[src/rtl/dmem_write_buffer_pkg.sv]
// Shared types for the data-memory write buffer: scalar typedefs, the
// buffered-store entry layout and the default buffer depth.
package dmem_write_buffer_pkg;

  typedef logic        u1;
  typedef logic [31:0] u32;

  typedef struct packed {
    u32 addr;
    u32 data;
  } wb_entry_t;

  localparam int WB_DEPTH_DEF = 4;

endpackage

[src/rtl/dmem_write_buffer_fwd_match.sv]
// Store-to-load forwarding lookup: walks entries oldest to youngest from head
// so the youngest word-address match wins.
module wb_fwd_match
  import dmem_write_buffer_pkg::*;
#(
  parameter int DEPTH = WB_DEPTH_DEF
) (
  input  wb_entry_t                  i_entries [DEPTH],
  input  logic [DEPTH-1:0]           i_valid,
  input  logic [$clog2(DEPTH)-1:0]   i_head,
  input  u32                         i_rd_addr,
  output u1                          o_hit,
  output u32                         o_data
);

  localparam int PW = $clog2(DEPTH);

  logic [PW-1:0] w_idx;
  logic          w_unused_lsb;

  // Priority scan in age order; a later (younger) match overrides an earlier one
  always_comb begin
    o_hit  = 1'b0;
    o_data = 32'h0000_0000;
    w_idx  = '0;
    for (int k = 0; k < DEPTH; k++) begin
      w_idx = i_head + PW'(k);
      if (i_valid[w_idx] && (i_entries[w_idx].addr[31:2] == i_rd_addr[31:2])) begin
        o_hit  = 1'b1;
        o_data = i_entries[w_idx].data;
      end else begin
        o_hit  = o_hit;
        o_data = o_data;
      end
    end
  end

  // Byte-offset bits take no part in a word match
  always_comb begin
    w_unused_lsb = ^i_rd_addr[1:0];
    for (int k = 0; k < DEPTH; k++) begin
      w_unused_lsb = w_unused_lsb ^ (^i_entries[k].addr[1:0]);
    end
  end

endmodule

[src/rtl/dmem_write_buffer.sv]
// Circular write buffer between CPU stores and data memory, with optional
// store-to-load forwarding compiled in by DMEM_WB_FORWARD_EN.
module dmem_write_buffer
  import dmem_write_buffer_pkg::*;
#(
  parameter int DEPTH = WB_DEPTH_DEF
) (
  input  logic        clk,
  input  logic        reset,
  input  logic        memwrite,
  input  logic [31:0] dataaddr,
  input  logic [31:0] writedata,
  output logic        stall,
  output logic        mem_we,
  output logic [31:0] mem_addr,
  output logic [31:0] mem_wdata,
  input  logic        mem_ready,
  input  logic [31:0] rd_addr,
  output logic        rd_hit,
  output logic [31:0] rd_data,
  output logic        misalign_err
);

  localparam int PW = $clog2(DEPTH);
  localparam int CW = PW + 1;

  logic [PW-1:0] r_head;
  logic [PW-1:0] r_tail;
  logic [CW-1:0] r_count;
  logic          r_misalign;
  wb_entry_t     r_mem [DEPTH];

  logic             w_enq;
  logic             w_deq;
  logic             w_misaligned;
  logic [DEPTH-1:0] w_valid;
  logic [PW-1:0]    w_off [DEPTH];

  assign stall        = (r_count == CW'(DEPTH));
  assign mem_we       = (r_count != '0);
  assign mem_addr     = mem_we ? r_mem[r_head].addr : 32'h0000_0000;
  assign mem_wdata    = mem_we ? r_mem[r_head].data : 32'h0000_0000;
  assign misalign_err = r_misalign;

  assign w_misaligned = memwrite && (dataaddr[1:0] != 2'b00);
  assign w_enq        = memwrite && !stall && (dataaddr[1:0] == 2'b00);
  assign w_deq        = mem_we && mem_ready;

  // Slot g is live when its distance from head is inside the occupied span
  for (genvar g = 0; g < DEPTH; g++) begin : g_valid
    assign w_off[g]   = PW'(g) - r_head;
    assign w_valid[g] = ({1'b0, w_off[g]} < r_count);
  end

  // Pointer, occupancy and sticky-error state
  always_ff @(posedge clk) begin
    if (reset) begin
      r_head     <= '0;
      r_tail     <= '0;
      r_count    <= '0;
      r_misalign <= 1'b0;
    end else begin
      if (w_enq) r_tail <= r_tail + PW'(1);
      if (w_deq) r_head <= r_head + PW'(1);
      case ({w_enq, w_deq})
        2'b10:   r_count <= r_count + CW'(1);
        2'b01:   r_count <= r_count - CW'(1);
        default: r_count <= r_count;
      endcase
      if (w_misaligned) r_misalign <= 1'b1;
    end
  end

  // Entry payload needs no reset; reads are masked by occupancy
  always_ff @(posedge clk) begin
    if (w_enq) r_mem[r_tail] <= '{addr: dataaddr, data: writedata};
  end

`ifdef DMEM_WB_FORWARD_EN
  wb_fwd_match #(
    .DEPTH (DEPTH)
  ) u_fwd (
    .i_entries (r_mem),
    .i_valid   (w_valid),
    .i_head    (r_head),
    .i_rd_addr (rd_addr),
    .o_hit     (rd_hit),
    .o_data    (rd_data)
  );
`else
  logic w_unused_fwd;
  assign w_unused_fwd = (^rd_addr) ^ (^w_valid);
  assign rd_hit       = 1'b0;
  assign rd_data      = 32'h0000_0000;
`endif

endmodule

[config.mk]
export PLATFORM = sky130hd
export DESIGN_NAME = dmem_write_buffer
export DESIGN_NICKNAME = d
export VERILOG_FILES = /design/src/rtl/dmem_write_buffer_pkg.sv /design/src/rtl/dmem_write_buffer_fwd_match.sv /design/src/rtl/dmem_write_buffer.sv
export SDC_FILE = /design/constraint.sdc
export NUM_CORES = 1
export LEC_CHECK = 0
export ABC_AREA = 1
export CAP_MARGIN = 20
export CORE_MARGIN = 2
export CORE_UTILIZATION = 47
export DETAILED_ROUTE_END_ITERATION = 6
export PLACE_DENSITY = 0.76
export REMOVE_ABC_BUFFERS = 1
export SLEW_MARGIN = 20
export SYNTH_ARGS = -nofsm -noshare
export SYNTH_HDL_FRONTEND = slang
export SYNTH_HIERARCHICAL = 1
export SYNTH_SLANG_ARGS = --single-unit
[constraint.sdc]
create_clock -name clk -period 4.6 [get_ports clk]
set_input_delay 0.92 -clock clk [delete_from_list [all_inputs] [get_ports clk]]
set_output_delay 0.92 -clock clk [all_outputs]
set_load 0.03 [all_outputs]
# Word-level counts from Yosys, hierarchy flattened
# Memory sizes are Yosys's and may differ from the RTL's. A register that Yosys moved wholly into a read port is not among the register bits.
# Index checks and enable logic that the tools add are counted.
# W data, S select, Z words.
[word_totals] reg_bits=8 out_inout_bits=100 wordCells=28 ramBits=256 n_memories=1
[memory_table] memory="r_mem" depth=4 width=64 rd=1 rd_clocked_by_memory_dff=1 wr=1 line_no="dmem_write_buffer.sv:31" text="wb_entry_t r_mem [DEPTH];"
[classes] n_eq_ne=3 reduce_logical=9 muxes=7 n_addsub=4
[ops] cell="$mux W32" count=2
[ops] cell="$pmux W3 S2" count=1
[ops] cell="$add A2 B1 Y2 const B" count=2
[ops] cell="$logic_and A1 B1 Y1" count=4
[ops] cell="$mux W2" count=2
[ops] cell="$reduce_bool A2 Y1" count=2
[ops] cell="$add A3 B1 Y3 const B" count=1
[ops] cell="$eq A3 B3 Y1 const B" count=1
[ops] cell="$reduce_bool A3 Y1" count=1
[ops] cell="$sub A3 B1 Y3 const B" count=1
[ops] cell="$eq A2 B1 Y1 const B" count=1
[ops] cell="$eq A2 B2 Y1 const B" count=1
[ops] cell="$logic_not A2 Y1" count=1
[ops] cell="$mux W1" count=2
[ops] cell="$logic_not A1 Y1" count=1

# Depth between registers and ports, before layout
[depth] ltp_word=6 depth_mapped=13

# Worst setup path after synthesis
# OpenSTA, ideal clock, no wires.
[synth_path] kind="in2reg" start="input dataaddr[0]" end="memory r_mem[0][0] in the netlist's numbering (enable)" path_buffers=0 path_stages=5 t_arrival_ns=4.010 slack_ns=0.104 required_ns=4.113 cell_sequence="inv_1 nand2_1 nor2_1 nand2_1 nor2_1"
[synth_via] elab_chain_cells=4
[synth_lines] item="start: declaration" line_no="dmem_write_buffer.sv:11" text="input logic [31:0] dataaddr,"
[synth_lines] item="$logic_not A2 Y1" line_no="dmem_write_buffer.sv:46" text="assign w_enq = memwrite && !stall && (dataaddr[1:0] == 2'b00);"
[synth_lines] item="$logic_and A1 B1 Y1" line_no="dmem_write_buffer.sv:46"
[synth_lines] item="$mux W1" line_no="dmem_write_buffer.sv:76" text="if (w_enq) r_mem[r_tail] <= '{addr: dataaddr, data: writedata};"
[synth_lines] item="$mux W1 (implied by the code)" line_no="dmem_write_buffer.sv:76"
[synth_lines] item="end: declaration" line_no="dmem_write_buffer.sv:31"
# No other way between the ends.

==> results.json <==
{
  "status": "completed",
  "switching_share": 0.321,
  "maxCapViolCount": 0,
  "hold_class": "flip-flop to flip-flop",
  "grt_max_degree": 85,
  "yosys-top-cells-count": "270 x nor2_1, 256 x edfxtp_1, 121 x o21ai_0",
  "ys.flop_type": "edfxtp_1",
  "p_switching_mw": 2.41,
  "peakVddDrop_mv": 0.395,
  "start_kind": "flip-flop",
  "async_reset_ff_frac": 0,
  "via_per_inst": 5.12,
  "globalplace.congestion": 0.759,
  "cts.htree.levels": 1,
  "nets": 1098,
  "yosysTopAreaCell": "edfxtp_1",
  "postSynthAreaPerCell_sq_um": 12.4,
  "yosysMostFrequentCell": "nor2_1",
  "final_util": 0.585,
  "worst_slack_ns": 0.571,
  "worst_path_max_delay_cell": "dfxtp_4",
  "rsz0062_at_grt": "false",
  "cp_data_arrival_time_ns": 3.11,
  "hpwl_um": 11600,
  "globalRouteOverflowTotal": 0,
  "cellPowerDensity_nw_per_um2": 569,
  "io_pins": 200,
  "synth_top_family_by_area": "simple AND/OR/NAND/NOR gates",
  "power.internal_mw": 5.09,
  "synth.top_cell.area_share": 0.719,
  "crit_type": "flip-flop to output pin",
  "worst_clock_skew_ns": 0.00793,
  "cp_data_required_time_ns": 3.68,
  "synth-simple-area-share": 0.102,
  "fp.dieH_um": 155,
  "synth_xor_area_frac": 0,
  "chipWidth_um": 155,
  "instances_no_fill": 1298,
  "dp.cells": 1248,
  "seqPwrFrac": 0.373,
  "power_frac_comb": 0.301,
  "antenna_left": 0,
  "vias": 6649,
  "grt_antenna_before_repair": 1,
  "cts_root_buffer": "clkbuf_16",
  "firstDrtPassIters": 5,
  "cts.sinks": 266,
  "p_leak_nw": 4.54,
  "yosysSeqAreaShare": 0.737,
  "slowest_delay_ns": 0.95,
  "fmax_mhz": 248,
  "routed_wl_um": 21700,
  "syn2layout_area_growth_pct": 23.1,
  "yosysUniqueCellTypes": 19,
  "syn_inst": 865,
  "cts.clk_slew.worst_paths_ns": 0.06,
  "synth_adder_area_share": 0.00772,
  "p_total_mw": 7.50,
  "crit_path_cell_trace": "clkinv_2 -> buf_4 -> o21ai_0 -> a21oi_1 -> clkdlybuf4s50_1",
  "portBuffers": 134,
  "grt.total_usage": 0.181,
  "dp_slack_ns": 1.11,
  "ctsHoldBuffers": 0,
  "synth_area_sq_um": 10700,
  "dieArea_sq_um": 24000,
  "setup_viol": 0,
  "cts_buffers": 27,
  "rows": 55,
  "ys_seq_elements": 266,
  "min_period_over_period": 0.876,
  "clockBufferDepth": 3,
  "path_max_fanout": 84,
  "slew_headroom": 0.372,
  "drv_slew": 0,
  "worstSetupEndpointType": "output pin",
  "cts_resized": 0,
  "drive_above_1_share": 0.0652,
  "coreArea_sq_um": 22500,
  "drt_iter0_markers": 488,
  "worstMarginPinSlew_ns": 0.942,
  "synth_compound_area_frac": 0.0936,
  "hold_violations": 0,
  "finalCriticalPeriod_ns": 4.03,
  "synth.area.top_cells": "edfxtp_1 72%, nor2_1 9.5%, o21ai_0 5.7%",
  "start_util": 0.475,
  "cts_setup_buffers": 0,
  "clockPowerShare": 0.325,
  "synthMuxAreaShare": 0,
  "avgRoutedWirePerCell_um": 16.8,
  "synth_edf_count": 256,
  "clock_latency_ns": 0.52,
  "grt_pass1_vias": 6810,
  "drc": 0,
  "grt_pass1_wl_um": 34200,
  "hold_slack_ns": 0.495,
  "yosysWarnings": 6,
  "cts_tree": "built"
}
==> sequential cells by signal (all words and copies together), names as in the netlist, named ones only <==
register / flops
r_mem: 256
misalign_err: 1
r_tail: 2
r_head: 2
r_count: 3
==> stage by stage <==
| stage | TNS (ns) | area (sq um) |
|---|---|---|
| floorplan | -37.61 | 10300 |
| global placement | 0 | 12200 |
| detailed placement | 0 | 12200 |
| CTS | 0 | 13200 |
| global route | 0 | 13200 |
| finish | 0 | 13200 |
==> worst paths after layout <==
kind,startpoint,to,slack [ns],cells after the start
min reg2reg,misalign_err,misalign_err,0.49,2
max reg2reg,r_count[0],r_count[2],2.40,12
min,misalign_err,misalign_err,0.49,2
max,flip-flop,mem_addr[20],0.57,5
==> layer usage <==
layer	wire, um	share of wire	up-vias	track usage
met4	373	0.017	0	0.0542
met3	1330	0.061	31	0.0376
met2	10600	0.49	203	0.309
li1	-	-	3210	-
met1	9430	0.43	3205	0.235
met5	0	0	-	0
==> critical path, delay by kind of cell (launching register included) <==
family                 cells  cell delay, ns
AO/OA/AOI/OAI              2            0.41
buffers and inverters      3            1.15
flip-flops                 1            0.95
==> final cells by class <==
class / instances / area [sq um]
Fill cell: 1730 / 9330
Timing Repair Buffer: 146 / 1490
Tap cell: 285 / 357
Sequential cell: 266 / 7890
Inverter: 23 / 87.6
Multi-Input combinational cell: 528 / 2330
Clock inverter: 19 / 322
Antenna cell: 1 / 2.50
Clock buffer: 30 / 687
==> power groups by stage <==
| stage | logic [mW] | registers [mW] | clock network (mW) |
|---|---|---|---|
| finish | 2.26 | 2.80 | 2.44 |
| global route | 2.44 | 2.81 | 2.58 |
| CTS | 2.28 | 2.80 | 2.49 |
| detailed placement | 2.27 | 2.85 | 0 |
| global placement | 2.25 | 2.85 | 0 |
| floorplan | 1.27 | 2.86 | 0 |
==> layout by cell type, fill, tap and decap left out, drive strengths merged, types with 4 or more instances in the layout <==
cell	netlist	routed
dfxtp	10	10
bufinv	0	9
o21ai	131	131
conb	1	33
nand2	14	14
buf	66	12
inv	23	22
clkinv	0	10
clkdlybuf4s50	0	134
nor2	270	270
edfxtp	256	256
nand3	4	4
clkbuf	14	30
ha	5	5
a21oi	69	69
==> kinds of logic after synthesis <==
logic type	after synthesis
and+or+nand+nor	289
DFF	266
AOI/OAI and AO/OA	200
buffers and inverters	103
adders and majority gates	6
other	1
No activity file was read; power rests on OpenSTA's default activity.
